--- src/rtl/wb_fifo_arbiter.sv ---
// Round-robin arbiter sharing one wb_fifo Wishbone port between two single-strobe requesters.
// Each accepted request waits in a per-port slot and is replayed as a one-cycle FIFO strobe.
module wb_fifo_arbiter #(
    parameter int DW = 8,
    parameter int EW = 8
) (
    input  logic          i_clk,
    input  logic          i_reset,
    input  logic          i_m0_stb,
    input  logic          i_m0_we,
    input  logic [DW-1:0] i_m0_data,
    output logic [DW-1:0] o_m0_data,
    output logic          o_m0_ack,
    output logic          o_m0_err,
    output logic          o_m0_stall,
    input  logic          i_m1_stb,
    input  logic          i_m1_we,
    input  logic [DW-1:0] i_m1_data,
    output logic [DW-1:0] o_m1_data,
    output logic          o_m1_ack,
    output logic          o_m1_err,
    output logic          o_m1_stall,
    output logic          o_fifo_stb,
    output logic          o_fifo_cyc,
    output logic          o_fifo_we,
    output logic [DW-1:0] o_fifo_data,
    input  logic [DW-1:0] i_fifo_data,
    input  logic          i_fifo_ack,
    output logic [EW-1:0] o_err_count
);

    typedef enum logic [1:0] {
        IDLE  = 2'd0,
        ISSUE = 2'd1,
        WAIT  = 2'd2
    } state_t;

    state_t        state;
    state_t        state_next;
    logic          grant;
    logic          grant_next;
    logic          last_grant;
    logic [1:0]    slot_full;
    logic [1:0]    slot_we;
    logic [DW-1:0] slot_data [2];
    logic [1:0]    ack;
    logic [1:0]    err;
    logic [DW-1:0] rd_data [2];
    logic [EW-1:0] err_count;
    logic [1:0]    req_stb;
    logic [1:0]    req_we;
    logic [DW-1:0] req_data [2];

    assign req_stb     = {i_m1_stb, i_m0_stb};
    assign req_we      = {i_m1_we, i_m0_we};
    assign req_data[0] = i_m0_data;
    assign req_data[1] = i_m1_data;

    // When both slots wait, the port that did not win last time goes next.
    always_comb begin
        state_next = state;
        grant_next = grant;
        case (state)
            IDLE: begin
                if (|slot_full) begin
                    state_next = ISSUE;
                    if (&slot_full) begin
                        grant_next = ~last_grant;
                    end else begin
                        grant_next = slot_full[1];
                    end
                end
            end
            ISSUE:   state_next = WAIT;
            WAIT:    state_next = IDLE;
            default: state_next = IDLE;
        endcase
    end

    always_comb begin
        o_fifo_stb  = 1'b0;
        o_fifo_cyc  = 1'b0;
        o_fifo_we   = 1'b0;
        o_fifo_data = '0;
        if (state == ISSUE) begin
            o_fifo_stb  = 1'b1;
            o_fifo_cyc  = 1'b1;
            o_fifo_we   = slot_we[grant];
            o_fifo_data = slot_data[grant];
        end
    end

    // The granted slot is always full here, so a new strobe never lands on the slot being retired.
    always_ff @(posedge i_clk) begin
        if (i_reset) begin
            state        <= IDLE;
            grant        <= 1'b0;
            last_grant   <= 1'b1;
            slot_full    <= '0;
            slot_we      <= '0;
            slot_data[0] <= '0;
            slot_data[1] <= '0;
            ack          <= '0;
            err          <= '0;
            rd_data[0]   <= '0;
            rd_data[1]   <= '0;
            err_count    <= '0;
        end else begin
            state <= state_next;
            grant <= grant_next;
            ack   <= '0;
            err   <= '0;
            if (state == WAIT) begin
                slot_full[grant] <= 1'b0;
                last_grant       <= grant;
                if (i_fifo_ack) begin
                    ack[grant] <= 1'b1;
                    if (!slot_we[grant]) begin
                        rd_data[grant] <= i_fifo_data;
                    end
                end else begin
                    err[grant] <= 1'b1;
                    if (err_count != {EW{1'b1}}) begin
                        err_count <= err_count + EW'(1);
                    end
                end
            end
            for (int p = 0; p < 2; p++) begin
                if (req_stb[p] && !slot_full[p]) begin
                    slot_full[p] <= 1'b1;
                    slot_we[p]   <= req_we[p];
                    slot_data[p] <= req_data[p];
                end
            end
        end
    end

    assign o_m0_data   = rd_data[0];
    assign o_m1_data   = rd_data[1];
    assign o_m0_ack    = ack[0];
    assign o_m1_ack    = ack[1];
    assign o_m0_err    = err[0];
    assign o_m1_err    = err[1];
    assign o_m0_stall  = slot_full[0];
    assign o_m1_stall  = slot_full[1];
    assign o_err_count = err_count;

endmodule

--- config.mk ---
export PLATFORM = sky130hd
export DESIGN_NAME = wb_fifo_arbiter
export DESIGN_NICKNAME = d
export VERILOG_FILES = /design/src/rtl/wb_fifo_arbiter.sv
export SDC_FILE = /design/constraint.sdc
export NUM_CORES = 1
export LEC_CHECK = 0
export CAP_MARGIN = 20
export CORE_AREA = 10 10 90 69
export CTS_BUF_LIST = sky130_fd_sc_hd__clkbuf_4 sky130_fd_sc_hd__clkbuf_8
export CTS_CLUSTER_SIZE = 24
export DETAILED_ROUTE_END_ITERATION = 12
export DIE_AREA = 0 0 100 79
export PLACE_DENSITY = 0.85
export SKIP_CTS_REPAIR_TIMING = 1
export SYNTH_ARGS = -nofsm -noshare
export SYNTH_HDL_FRONTEND = slang
export SYNTH_SLANG_ARGS = --single-unit
--- constraint.sdc ---
create_clock -name i_clk -period 3.2 [get_ports i_clk]
set_input_delay 0.64 -clock i_clk [delete_from_list [all_inputs] [get_ports i_clk]]
set_output_delay 0.64 -clock i_clk [all_outputs]
set_load 0.01 [all_outputs]
## Word level (Yosys, flattened, before mapping)

Memory sizes are Yosys's and may differ from the RTL's. A register that Yosys moved wholly into a read port is not among the register bits.
Index checks and enable logic that the tools add are counted.

- Reduce and logical (&&, ||, !) cells: 15
- Bitwise operators: 7
- Mux-type cells: 33
- $lt $le $gt $ge: 2
- Equal/unequal tests: 4
- Add/sub/neg operators: 1

Operators with widths:

| operator | number |
|---|---|
| $mux 8 | 4 |
| $mux 1 | 25 |
| $add 8x1->8 const B | 1 |
| $ne 8x8->1 const B | 1 |
| $reduce_or 8->1 | 1 |
| $reduce_or 3->1 | 2 |
| $mux 2 | 2 |
| $pmux 2 s2 | 1 |
| $reduce_and 2->1 | 2 |
| $reduce_bool 2->1 | 2 |
| $logic_and 1x1->1 | 3 |
| $not 1->1 | 3 |
| $reduce_and 3->1 | 1 |
| $and 2x2->2 | 1 |
| $eq 2x1->1 const B | 1 |
| $eq 2x2->1 const B | 1 |
| $logic_not 1->1 | 2 |
| $logic_not 2->1 | 1 |
| $lt 1x2->1 const B | 1 |
| $ne 2x2->1 const B | 1 |
| $not 2->2 | 1 |
| $or 1x1->1 | 2 |
| $reduce_or 2->1 | 1 |
| $demux 1 s1 | 1 |
| $ge 1x1->1 const B | 1 |

- Memories kept: 2
- Word-level logic and storage cells: 74
- Bits in registers: 20
- Bits in writable memories: 32
- Output and inout bits: 41
- Bits of input ports: 31

Memories:

| name | depth | bits a word | rd ports | clocked after Yosys merged registers in | write ports | line | text |
|---|---|---|---|---|---|---|---|
| rd_data | 2 | 8 | 2 | 0 | 2 | 48 | `logic [DW-1:0] rd_data [2];` |
| slot_data | 2 | 8 | 1 | 1 | 2 | 45 | `logic [DW-1:0] slot_data [2];` |

## Longest topological paths before layout

- Depth in word-level cells: 9
- Mapped depth: 4
- Mapped depth without buffers: 4

## Worst setup path before layout

OpenSTA, ideal clock, no wires.

- Path type: input to register
- Start point: in i_reset
- End point: mem rd_data[0][0] (enable)
- Cell stages on the path: 4
- Required time: 2.890 ns
- Path slack: 1.201 ns
- Data arrival time: 1.690 ns
- Library setup time: 0.310 ns
- Buffers on the path: 1
- Cell sequence: clkbuf_1 nand4bb_1 nor3_1 or2_2

RTL lines:

| element | line | text |
|---|---|---|
| start: declaration | 8 | `input logic i_reset,` |
| end: declaration | 48 |  |

## Final worst setup path

- Start point: reg state[1]
- End point: out o_fifo_data[0]

- Word-level cells in the longest chain between the ends: 2

RTL lines:

| element | line | text |
|---|---|---|
| start: declaration | 38 | `state_t state;` |
| start signal: assignment | 109 | `state <= state_next;` |
| $eq 2x1->1 | 85 | `if (state == ISSUE) begin` |
| $mux 8 | 85 |  |
| end: declaration | 26 | `output logic [DW-1:0] o_fifo_data,` |

Every way passes these cells.

==> out/qor.csv <==
metric,value,unit
DP Cell Count,310,
Synth async-reset ratio,0,
sw frac,0.219,
dominant synthesized flop cell,edfxtp_1,
vias in the first global route,1649,
relative slew slack,0.409,
# fillers,335,
RSZ-0062 raised after global routing,no,
antenna violations before repair,0,
FP Rows,21,
Crit Path Category,flop to output pin,
Final Cell Area,3060,um^2
initial drt markers,63,
syn nets,220,
Required @ worst endpoint,2.56,ns
Via Count,1631,
CP Max Fanout,11,
mux contribution to synthesized area,0.0646,
final clock skew,0.00346,ns
worst hold start,last_grant,
final setup vio count,0,
P_leak,1.12,nW
MaxCap Viol Count,0,
CTS Sinks,53,
Die W,100,um
clk buf depth,2,
DP HPWL,3.93,mm
CTS tree,yes,
final antenna diode count,0,
Slew @ Worst Pin,0.886,ns
register area share after synthesis,0.625,
Ports,72,
clock share of power,0.279,
Synth Area in Compound Gates,0.0578,
Post-Route WL,5.09,mm
combinational group share of total power,0.123,
largest net degree at the start of global routing,27,
nets,292,
status,finished clean,
"FF+latch count, synth",53,
H-Tree Level Count,2,
IO buf count,71,
clk root buf,clkbuf_8,
footprint of the multi-input gates,778,um^2
DP Area,2980,um^2
reg-to-reg critical path startpoint,state[1],
Seq pwr share,0.598,
crit share post-route,0.773,
Int Power,1.02,mW
global-route wire length before repair,8.38,mm
Layout Cells excl Fill,318,
die area,7900,um^2
Area Overhead vs Synth,38.6,%
DRT Pass-1 Iters,5,
setup TNS,0,ns
Initial Utilization,0.486,
syn avg cell area,11.8,um^2
Routed WL per cell,16.0,um
Psw,287,uW
Netlist cell types,32,
layout cell share with drive strength beyond 1,0.0536,
DP Worst Slack,0.808,ns
Final Hold Viols,0,
adder-cell share of the synthesized area,0.00566,
Final Max Slew Viols,0,
"EDFF count, synth",32,
Num CTS Buffers,5,
Yosys warnings,0,
Simple-Gate Fraction of Synth Area,0.224,
crit path launch,state[1],
Die Ht,79,um
gr usage total,0.130,
Hold/Removal Path Class,flop to flop,
XOR/XNOR Fraction of Synth Area,0,
Worst EP arrival,1.83,ns
fin util,0.674,
grt total ovfl,0,
ANT nets after route,0,
setup ws final,0.727,ns
largest family of logic cells by synthesized area,simple AND/OR/NAND/NOR gates,
power per cell area,428,nW/um^2
critical path capture point type,output pin,
Placeable Area,4550,um^2
Vias per Instance,5.13,
"Reg clk slew, reported paths",0.08,ns
clock latency on the worst-skew pair,0.29,ns
RePlAce Congestion,0.814,
# DRC,0,
Post-Syn Instances,188,
cell area after synthesis,2210,um^2
fin crit period,2.47,ns
Max Clock Freq,0.404,GHz
VDD IR-drop max,0.275,mV
startpoint types,flop,
Seq. cell area,1380,um^2
==> layout by cell type (no fill, tap or decap), types with 3 or more instances in the layout <==
| master | Yosys | routed |
|---|---|---|
| clkdlybuf4s50_1 | 0 | 71 |
| and2_1 | 32 | 32 |
| edfxtp_1 | 32 | 32 |
| dfxtp_1 | 21 | 21 |
| nor2_1 | 19 | 19 |
| mux2i_1 | 12 | 12 |
| nand2b_1 | 8 | 8 |
| a21oi_1 | 8 | 8 |
| nor3_1 | 7 | 7 |
| nand2_1 | 5 | 5 |
| a211oi_1 | 5 | 5 |
| clkbuf_8 | 0 | 5 |
| inv_1 | 3 | 3 |
| and3_1 | 3 | 3 |
| nand3_1 | 3 | 3 |
| buf_4 | 1 | 3 |
==> critical path: stages (launching register included) <==
cell and delay [ns]:
dfxtp_1 0.38, nand2b_1 0.37, nor2_1 0.21, clkdlybuf4s50_1 0.58
==> cells in the mapped netlist, types with 2 or more instances <==
cell,number,share of area
and4_1,2,0.0079
or2_2,2,0.0057
o21ai_0,2,0.0045
nand2_1,5,0.0085
nor2b_1,2,0.0057
nand2b_1,8,0.023
and3_1,3,0.0085
clkbuf_1,7,0.012
inv_1,3,0.0051
dfxtp_1,21,0.19
nand3_1,3,0.0068
a21oi_1,8,0.018
a211oi_1,5,0.017
nor3_1,7,0.016
nor2_1,19,0.032
and2_1,32,0.091
edfxtp_1,32,0.43
mux2i_1,12,0.054
mux2_2,2,0.010
==> path summary, 6_finish.rpt <==
| path | endpoint | slack [ns] | cells after the start |
|---|---|---|---|
| worst max-delay path | o_fifo_data[0] | 0.73 | 3 |
| worst min-delay path | last_grant | 0.49 | 2 |
| worst max register to register | o_err_count[0] | 1.50 | 3 |
| worst min register to register | last_grant | 0.49 | 2 |
==> area by class of cell <==
type,instances,share of cell area
Inverter,3,0.00368
Multi-Input combinational cell,123,0.254
Timing Repair Buffer,74,0.239
Tap cell,57,0.0233
Clock inverter,1,0.00123
Clock buffer,7,0.0274
Sequential cell,53,0.451
==> power groups by stage <==
| stage | clock network, mW | registers [mW] | logic [mW] |
|---|---|---|---|
| final | 0.366 | 0.785 | 0.161 |
| after global routing | 0.407 | 0.789 | 0.176 |
| after CTS | 0.375 | 0.785 | 0.164 |
| after floorplan | 0 | 0.795 | 0.0746 |
| after detailed placement | 0 | 0.801 | 0.163 |
| after global placement | 0 | 0.799 | 0.160 |
==> per-stage QoR <==
stage	total power [mW]	hold WS (ns)
final	1.31	0.487
after floorplan	0.870	0.438
after CTS	1.32	0.483
after detailed placement	0.964	0.461
after global routing	1.37	0.516
after global placement	0.959	0.451
==> routing by layer <==
layer | GRT usage | up-vias | part of all wire
li1 | - | 805 | -
met1 | 0.150 | 766 | 0.40
met2 | 0.221 | 58 | 0.51
met3 | 0.0562 | 2 | 0.089
met4 | 0.0254 | 0 | 0.0033
met5 | 0 | - | 0
==> state kept, by name, indices dropped and copies added (netlist names), 2 cells and up, named ones only <==
signal and cells:
slot_we 2, ack 2, rd_data 16, slot_full 2, state 2, err 2, slot_data 16, o_err_count 8
==> kinds of logic after synthesis <==
logic type                 count (synthesis)
buffers and inverters                     12
adders and majority gates                  1
and+or+nand+nor                           88
AOI/OAI and AO/OA                         20
DFF                                       53
muxes                                     14
Power figures use the tool's default switching activity.
